[config.mk]
export PLATFORM = sky130hd
export DESIGN_NAME = mem_a_loader
export DESIGN_NICKNAME = d
export VERILOG_FILES = /design/src/rtl/mem_a_loader.sv
export SDC_FILE = /design/constraint.sdc
export NUM_CORES = 1
export LEC_CHECK = 0
export BUFFER_PORTS_ARGS = -buffer_cell sky130_fd_sc_hd__buf_4
export CORE_ASPECT_RATIO = 1.1
export CORE_MARGIN = 4
export CORE_UTILIZATION = 42
export DETAILED_ROUTE_END_ITERATION = 7
export GPL_TIMING_DRIVEN = 0
export PLACE_DENSITY = 0.75
export SLEW_MARGIN = 20
export SYNTH_ARGS = -nofsm -noshare
export SYNTH_HDL_FRONTEND = slang
export SYNTH_SLANG_ARGS = --single-unit
export TNS_END_PERCENT = 20
[constraint.sdc]
create_clock -name clk -period 1.7 [get_ports clk]
set_clock_uncertainty 0.1 [all_clocks]
set_input_delay 0.34 -clock clk [delete_from_list [all_inputs] [get_ports clk]]
set_output_delay 0.34 -clock clk [all_outputs]
set_load 0.01 [all_outputs]
[src/rtl/mem_a_loader.sv]
// mem_a_loader: write-side controller for the matrix-A skew memory.
// Accepts one packed A row per valid/ready beat and writes it into the skew
// memory row port. After the last row it holds the memory enable for the
// drain window, so the skewed rows reach the systolic array, and then it
// pulses done.
module mem_a_loader #(
    parameter int BITS_AB = 8,
    parameter int DIM     = 8
) (
    input  logic                         clk,
    input  logic                         rst_n,
    input  logic                         start,
    input  logic                         in_valid,
    input  logic [DIM*BITS_AB-1:0]       in_data,
    output logic                         in_ready,
    output logic signed [BITS_AB-1:0]    Ain [DIM],
    output logic [$clog2(DIM)-1:0]       Arow,
    output logic                         WrEn,
    output logic                         en,
    output logic                         busy,
    output logic                         done
);

    localparam int RW = $clog2(DIM);
    localparam int SW = $clog2(2*DIM);

    typedef enum logic [1:0] {
        IDLE,
        LOAD,
        STREAM
    } state_t;

    state_t                    state_q, state_d;
    logic [RW-1:0]             rowCnt_q, rowCnt_d;
    logic [SW-1:0]             strCnt_q, strCnt_d;
    logic signed [BITS_AB-1:0] ain_q [DIM];
    logic signed [BITS_AB-1:0] ain_d [DIM];
    logic [RW-1:0]             arow_q, arow_d;
    logic                      wrEn_q, wrEn_d;
    logic                      en_q, en_d;
    logic                      done_q, done_d;

    // State register plus every registered output; synchronous active-low reset clears all of it
    always_ff @(posedge clk) begin
        if (!rst_n) begin
            state_q  <= IDLE;
            rowCnt_q <= '0;
            strCnt_q <= '0;
            arow_q   <= '0;
            wrEn_q   <= 1'b0;
            en_q     <= 1'b0;
            done_q   <= 1'b0;
            for (int j = 0; j < DIM; j++) begin
                ain_q[j] <= '0;
            end
        end else begin
            state_q  <= state_d;
            rowCnt_q <= rowCnt_d;
            strCnt_q <= strCnt_d;
            arow_q   <= arow_d;
            wrEn_q   <= wrEn_d;
            en_q     <= en_d;
            done_q   <= done_d;
            for (int j = 0; j < DIM; j++) begin
                ain_q[j] <= ain_d[j];
            end
        end
    end

    // Next state and next register values; the first STREAM cycle still carries the last row write, so drain counting starts after it
    always_comb begin
        state_d  = state_q;
        rowCnt_d = rowCnt_q;
        strCnt_d = strCnt_q;
        ain_d    = ain_q;
        arow_d   = arow_q;
        wrEn_d   = 1'b0;
        en_d     = 1'b0;
        done_d   = 1'b0;
        case (state_q)
            IDLE: begin
                if (start && !done_q) begin
                    state_d  = LOAD;
                    rowCnt_d = '0;
                end
            end
            LOAD: begin
                if (in_valid && in_ready) begin
                    for (int j = 0; j < DIM; j++) begin
                        ain_d[j] = in_data[j*BITS_AB +: BITS_AB];
                    end
                    arow_d = rowCnt_q;
                    wrEn_d = 1'b1;
                    en_d   = 1'b1;
                    if (rowCnt_q == RW'(DIM-1)) begin
                        state_d  = STREAM;
                        rowCnt_d = '0;
                        strCnt_d = '0;
                    end else begin
                        rowCnt_d = rowCnt_q + RW'(1);
                    end
                end
            end
            STREAM: begin
                if (wrEn_q) begin
                    en_d = 1'b1;
                end else if (strCnt_q == SW'(2*DIM-2)) begin
                    state_d = IDLE;
                    done_d  = 1'b1;
                end else begin
                    strCnt_d = strCnt_q + SW'(1);
                    en_d     = 1'b1;
                end
            end
            default: begin
                state_d = IDLE;
            end
        endcase
    end

    // Output decode: in_ready and busy come from the state register, the rest are register copies
    always_comb begin
        in_ready = (state_q == LOAD);
        busy     = (state_q != IDLE);
        WrEn     = wrEn_q;
        en       = en_q;
        done     = done_q;
        Arow     = arow_q;
        for (int j = 0; j < DIM; j++) begin
            Ain[j] = ain_q[j];
        end
    end

endmodule

==> impl_metrics.yaml, run 1 <==
cts:
  clockRootBuffer: "clkbuf_8"
  cts_tree: "built"
  htreeDepth: 3
  cts_buffers: 9
  cts_buffer_depth: 2
  clk_pin_slew_worst_paths_ns: 0.07
  clock_sinks: 79
  clock_latency_ns: 0.33
yosys:
  ys_seq_area_share_pct: 50.2
  synth-main-ff-cell: "dfxtp_1"
  netlist_top_cells_count: "nand2_1 (141), dfxtp_1 (79), a21boi_0 (52), a21boi_1 (19), clkbuf_1 (11)"
  ys_ff_latch: 79
  synthesis.nets: 442
  synth-edff-count: 0
  avgSynthCellArea_sq_um: 8.61
  synthArstFlopShare_pct: 0
  syn-cell-area_sq_um: 3150
  yosys_warnings: 0
  synth_top_area_share_pct: 50.2
  synth_area_leader_cell: "dfxtp_1"
  yosys-top-cells-area: "dfxtp_1 (50%), nand2_1 (17%), a21boi_0 (12%), a21boi_1 (4.5%), ha_1 (3.2%)"
  synth.most_common_cell: "nand2_1"
  synth_cell_types: 33
  synthCells: 366
power:
  power-per-cell-area_nw_per_um2: 1170
  irDropWorstVdd_mv: 0.679
  leakage_uw: 0.00196
worst_setup_path:
  critPathRequiredTime_ns: 1.26
  r2r_start: "state_q[1]$_SDFFE_PN0P_"
  end_kind: "primary output"
  worstPathArrival_ns: 1.23
  rrSetupSlack_ns: 0.03
  start_kind: "flip-flop"
  worstSetupPathType: "flip-flop to primary output"
  cp_max_fo: 4
  crit_start: "state_q[0]$_SDFFE_PN0P_"
floorplan:
  die_w_um: 90.6
  die_y_um: 98.9
  rows: 32
  die_area_sq_um: 8960
  core_sq_um: 7170
  start_util_pct: 44.0
  ios: 140
placed_design:
  port_buffers: 138
  dpl_cell_area_sq_um: 4290
  dp_hpwl_mm: 6.00
  gp_congestion: 0.724
grt:
  grt_start_max_net_pins: 13
  grtUsageTotal_pct: 17.3
  antenna_found_initial: 0
  grt_pass1_vias: 2852
  grt_pass1_wl_mm: 12.9
  overflow: 0
route:
  wl_per_cell_um: 12.9
  drt_iter0_markers: 119
  antenna_left: 0
  wirelength_mm: 7.86
  routed_via_density: 4.78
  num_vias: 2903
  dr.pass1.iters: 4
  post-route-drc-count: 0
sta:
  maxSlewHeadroom_pct: 72.7
  hold_viol_final: 0
  finalSetupViolations: 0
  fin_crit_sh_pct: 98.2
  slew_violations: 0
  fmax_mhz: 599
  period_needed_ns: 1.67
  tightest_slew_ns: 0.409
  setup_tns_ns: 0
  rsz0062_at_grt: "true"
cells_and_area:
  nFillCells: 652
  register_area_sq_um: 1580
  multi_input_area_sq_um: 1430
  num-nets-final: 593
  finalInstanceArea_sq_um: 4570
  drive_above_1_share_pct: 34.7
  syn2layout_area_growth_pct: 44.9
  n_antenna_cell: 0
run:
  cap_violations: 0
min_path:
  worst_hold_startpoint: "in_data[5]"
  hold_class: "primary input to flip-flop"
outcome:
  outcome: "complete, no violations"
-- routing by layer --
| metal | global-route usage (%) | wire length, um |
|---|---|---|
| met1 | 20.4 | 3370 |
| met2 | 28.9 | 3590 |
| met3 | 7.48 | 832 |
| met4 | 4.59 | 65 |
| met5 | 0 | 0 |
-- flip-flops by register name (all words and copies together), names as in the netlist --
signal    flops
WrEn          1
rowCnt_q      3
Arow          3
done          1
en            1
strCnt_q      4
state_q       2
Ain          64
-- cells in the final DEF, fill, tap and decap left out, drive strengths merged, types with 3 or more instances in the layout --
master,synthesis,final
ha,8,8
buf,14,150
a21boi,72,72
nor2,3,3
dfxtp,79,79
nand2,142,142
inv,4,4
nand3,6,6
nand2b,4,4
clkbuf,11,27
-- metrics by stage --
step           hold WS, ns  utilization (%)  setup WS (ns)  cells  total power (uW)
2_1_floorplan        0.348                -         0.0279    366              3170
3_3_place_gp         0.341             59.9        -0.0615    589              3820
3_5_place_dp         0.346             59.9         -0.125    589              3860
4_1_cts              0.125             63.3       -0.00274    607              5380
5_1_grt              0.149             63.7        -0.0565    607              5690
6_report             0.151             63.7         0.0309    607              5350
-- power by group --
group	internal (uW)	total (uW)	switching, uW
combinational	820	1690	872
clock	825	1460	632
sequential	2070	2200	125
total	3720	5350	1630
-- what timing repair did --
item | 4_1_cts | 5_1_grt
setup buffers | 2 | 0
hold buffers | 0 | 0
gates resized for setup | 10 | 16
pin swaps | 0 | 2
endpoints found under the setup margin | 65 | 76
-- final timing paths --
kind / end / cells past startpoint
setup / recovery: busy / 4
hold / removal: Ain[61]$_SDFFE_PN0P_ / 3
setup reg to reg: en$_SDFF_PN0_ / 9
hold reg to reg: Ain[12]$_SDFFE_PN0P_ / 2
-- critical path: stages, from the launching register on --
cell and delay, ns:
dfxtp_1 0.33, inv_1 0.13, ha_2 0.24, inv_1 0.05
buf_4 0.14
-- area by class of cell --
| class | instances | share of cell area, % |
|---|---|---|
| flip-flops and latches | 79 | 34.7 |
| multi-input cells | 258 | 31.4 |
| repair buffers | 140 | 23.0 |
| plain buffers | 25 | 3.73 |
| clock buffers | 12 | 2.96 |
| well taps | 85 | 2.33 |
| clock inverters | 4 | 1.53 |
| inverters | 4 | 0.329 |
-- kinds of logic (layout without fill, tap and decap cells) --
family,Yosys count,after routing,synth area share (%)
compound gates,83,83,19.9
fa+ha+maj,8,8,3.18
buf+inv,29,185,4.61
flops,79,79,50.2
mux,2,2,0.635
simple gates,165,165,21.5
No activity file was read; power rests on OpenSTA's default activity.
==> run 2, diff against run 1 <==
BUFFER_PORTS_ARGS = default   (was -buffer_cell sky130_fd_sc_hd__buf_4)
CORE_UTILIZATION = 45   (was 42)
DONT_BUFFER_PORTS = 1   (was default)
PLACE_DENSITY = default   (was 0.75)
==> impl_metrics.yaml, run 2 (synthesis results as in run 1) <==
grt:
  antenna_found_initial: 0
  overflow: 0
  grtUsageTotal_pct: 16.9
  grt_pass1_vias: 2269
  grt_start_max_net_pins: 14
  grt_pass1_wl_mm: 11.1
sta:
  fmax_mhz: 607
  tightest_slew_ns: 0.442
  hold_viol_final: 0
  slew_violations: 0
  rsz0062_at_grt: "true"
  period_needed_ns: 1.65
  maxSlewHeadroom_pct: 70.6
  fin_crit_sh_pct: 97.0
  finalSetupViolations: 0
  whs_ns: 0.0191
  setup_tns_ns: 0
floorplan:
  rows: 31
  die_w_um: 87.8
  die_y_um: 95.8
  ios: 140
  die_area_sq_um: 8410
  start_util_pct: 47.0
  core_sq_um: 6710
placed_design:
  port_buffers: 0
  dp_hpwl_mm: 5.17
  gp_congestion: 0.720
power:
  irDropWorstVdd_mv: 0.709
  power-per-cell-area_nw_per_um2: 1400
  leakage_uw: 0.00128
cts:
  clock_latency_ns: 0.34
  cts_buffer_depth: 2
  cts_buffers: 9
  clock_sinks: 79
  cts_tree: "built"
  clockRootBuffer: "clkbuf_8"
  htreeDepth: 3
  clk_pin_slew_worst_paths_ns: 0.08
cells_and_area:
  drive_above_1_share_pct: 12.7
  layout_common_cells: "nand2_1 (141), dfxtp_1 (76), a21boi_0 (47)"
  n_antenna_cell: 0
  largest_reg_flops: 64
  layout_commonest_cell: "nand2_1"
  syn2layout_area_growth_pct: 13.9
  num-nets-final: 457
route:
  dr.pass1.iters: 4
  post-route-drc-count: 0
  wl_per_cell_um: 15.2
  num_vias: 2412
  wirelength_mm: 7.13
  antenna_left: 0
  routed_via_density: 5.15
  drt_iter0_markers: 77
run:
  cap_violations: 0
worst_setup_path:
  start_kind: "flip-flop"
  worstSetupPathType: "flip-flop to flip-flop"
  worstPathArrival_ns: 1.79
  end_kind: "flip-flop"
  cp_max_fo: 10
  critPathRequiredTime_ns: 1.85
outcome:
  outcome: "complete, no violations"
min_path:
  hold_class: "primary input to flip-flop"
==> run 2: cell type report <==
cell class | instances | area, sq um
Buffer | 25 | 174
Tap cell | 82 | 103
Fill cell | 681 | 3120
Clock buffer | 11 | 151
Timing Repair Buffer | 4 | 37.5
Clock inverter | 5 | 56.3
Multi-Input combinational cell | 258 | 1470
Inverter | 4 | 17.5
Sequential cell | 79 | 1590
==> run 2: timing repair <==
action                                  in CTS  in global routing
pin swaps                                    0                  4
gates resized for setup                     14                 20
hold buffers                                 2                  1
cloned                                       0                  0
endpoints found under the setup margin      75                 58
buffers inserted                             0                  1
hold endpoints to repair                     2                  1
==> run 2: routing by layer <==
| metal | part of all wire, % | up-vias | global-route usage [%] | wire (um) |
|---|---|---|---|---|
| met1 | 40 | 1083 | 19.4 | 2850 |
| met4 | 1.9 | 0 | 8.06 | 138 |
| met2 | 47 | 91 | 26.8 | 3340 |
| li1 | - | 1226 | - | - |
| met5 | 0 | - | 0 | 0 |
| met3 | 11 | 12 | 7.71 | 799 |
==> run 2: per-stage QoR <==
step / power (uW) / cells / area [sq um] / setup WS, ns / util (%)
CTS: 4970 / 466 / 3520 / 0.00347 / 52.5
finish: 5020 / 468 / 3590 / 0.0518 / 53.5
global placement: 3420 / 448 / 3250 / -0.135 / 48.5
detailed placement: 3460 / 448 / 3250 / -0.184 / 48.5
floorplan: 3170 / 366 / 3150 / 0.0279 / -
global route: 5340 / 468 / 3590 / -0.0378 / 53.5
==> run 2: final timing paths <==
| kind | start | endpoint | slack (ns) | cells past startpoint |
|---|---|---|---|---|
| max | state_q[1]$_SDFFE_PN0P_ | en$_SDFF_PN0_ | 0.05 | 9 |
| max reg2reg | state_q[1]$_SDFFE_PN0P_ | en$_SDFF_PN0_ | 0.05 | 9 |
| min | in_data[0] | Ain[56]$_SDFFE_PN0P_ | 0.02 | 2 |
| min reg2reg | rowCnt_q[1]$_SDFFE_PN0P_ | Arow[1]$_SDFFE_PN0P_ | 0.37 | 2 |
==> run 2: power breakdown <==
| group | switching, uW | internal (uW) | total (uW) |
|---|---|---|---|
| Clock | 683 | 756 | 1440 |
| Combinational | 705 | 549 | 1250 |
| Sequential | 246 | 2080 | 2320 |
| Total | 1630 | 3380 | 5020 |
==> run 2: worst max-delay path, stage by stage, from the launching register on <==
cell     delay, ns
dfxtp_2       0.37
inv_4         0.05
ha_4          0.17
buf_8         0.13
and2_1        0.13
buf_4         0.15
buf_8         0.14
buf_6         0.14
a21oi_2       0.11
nor2_1        0.05
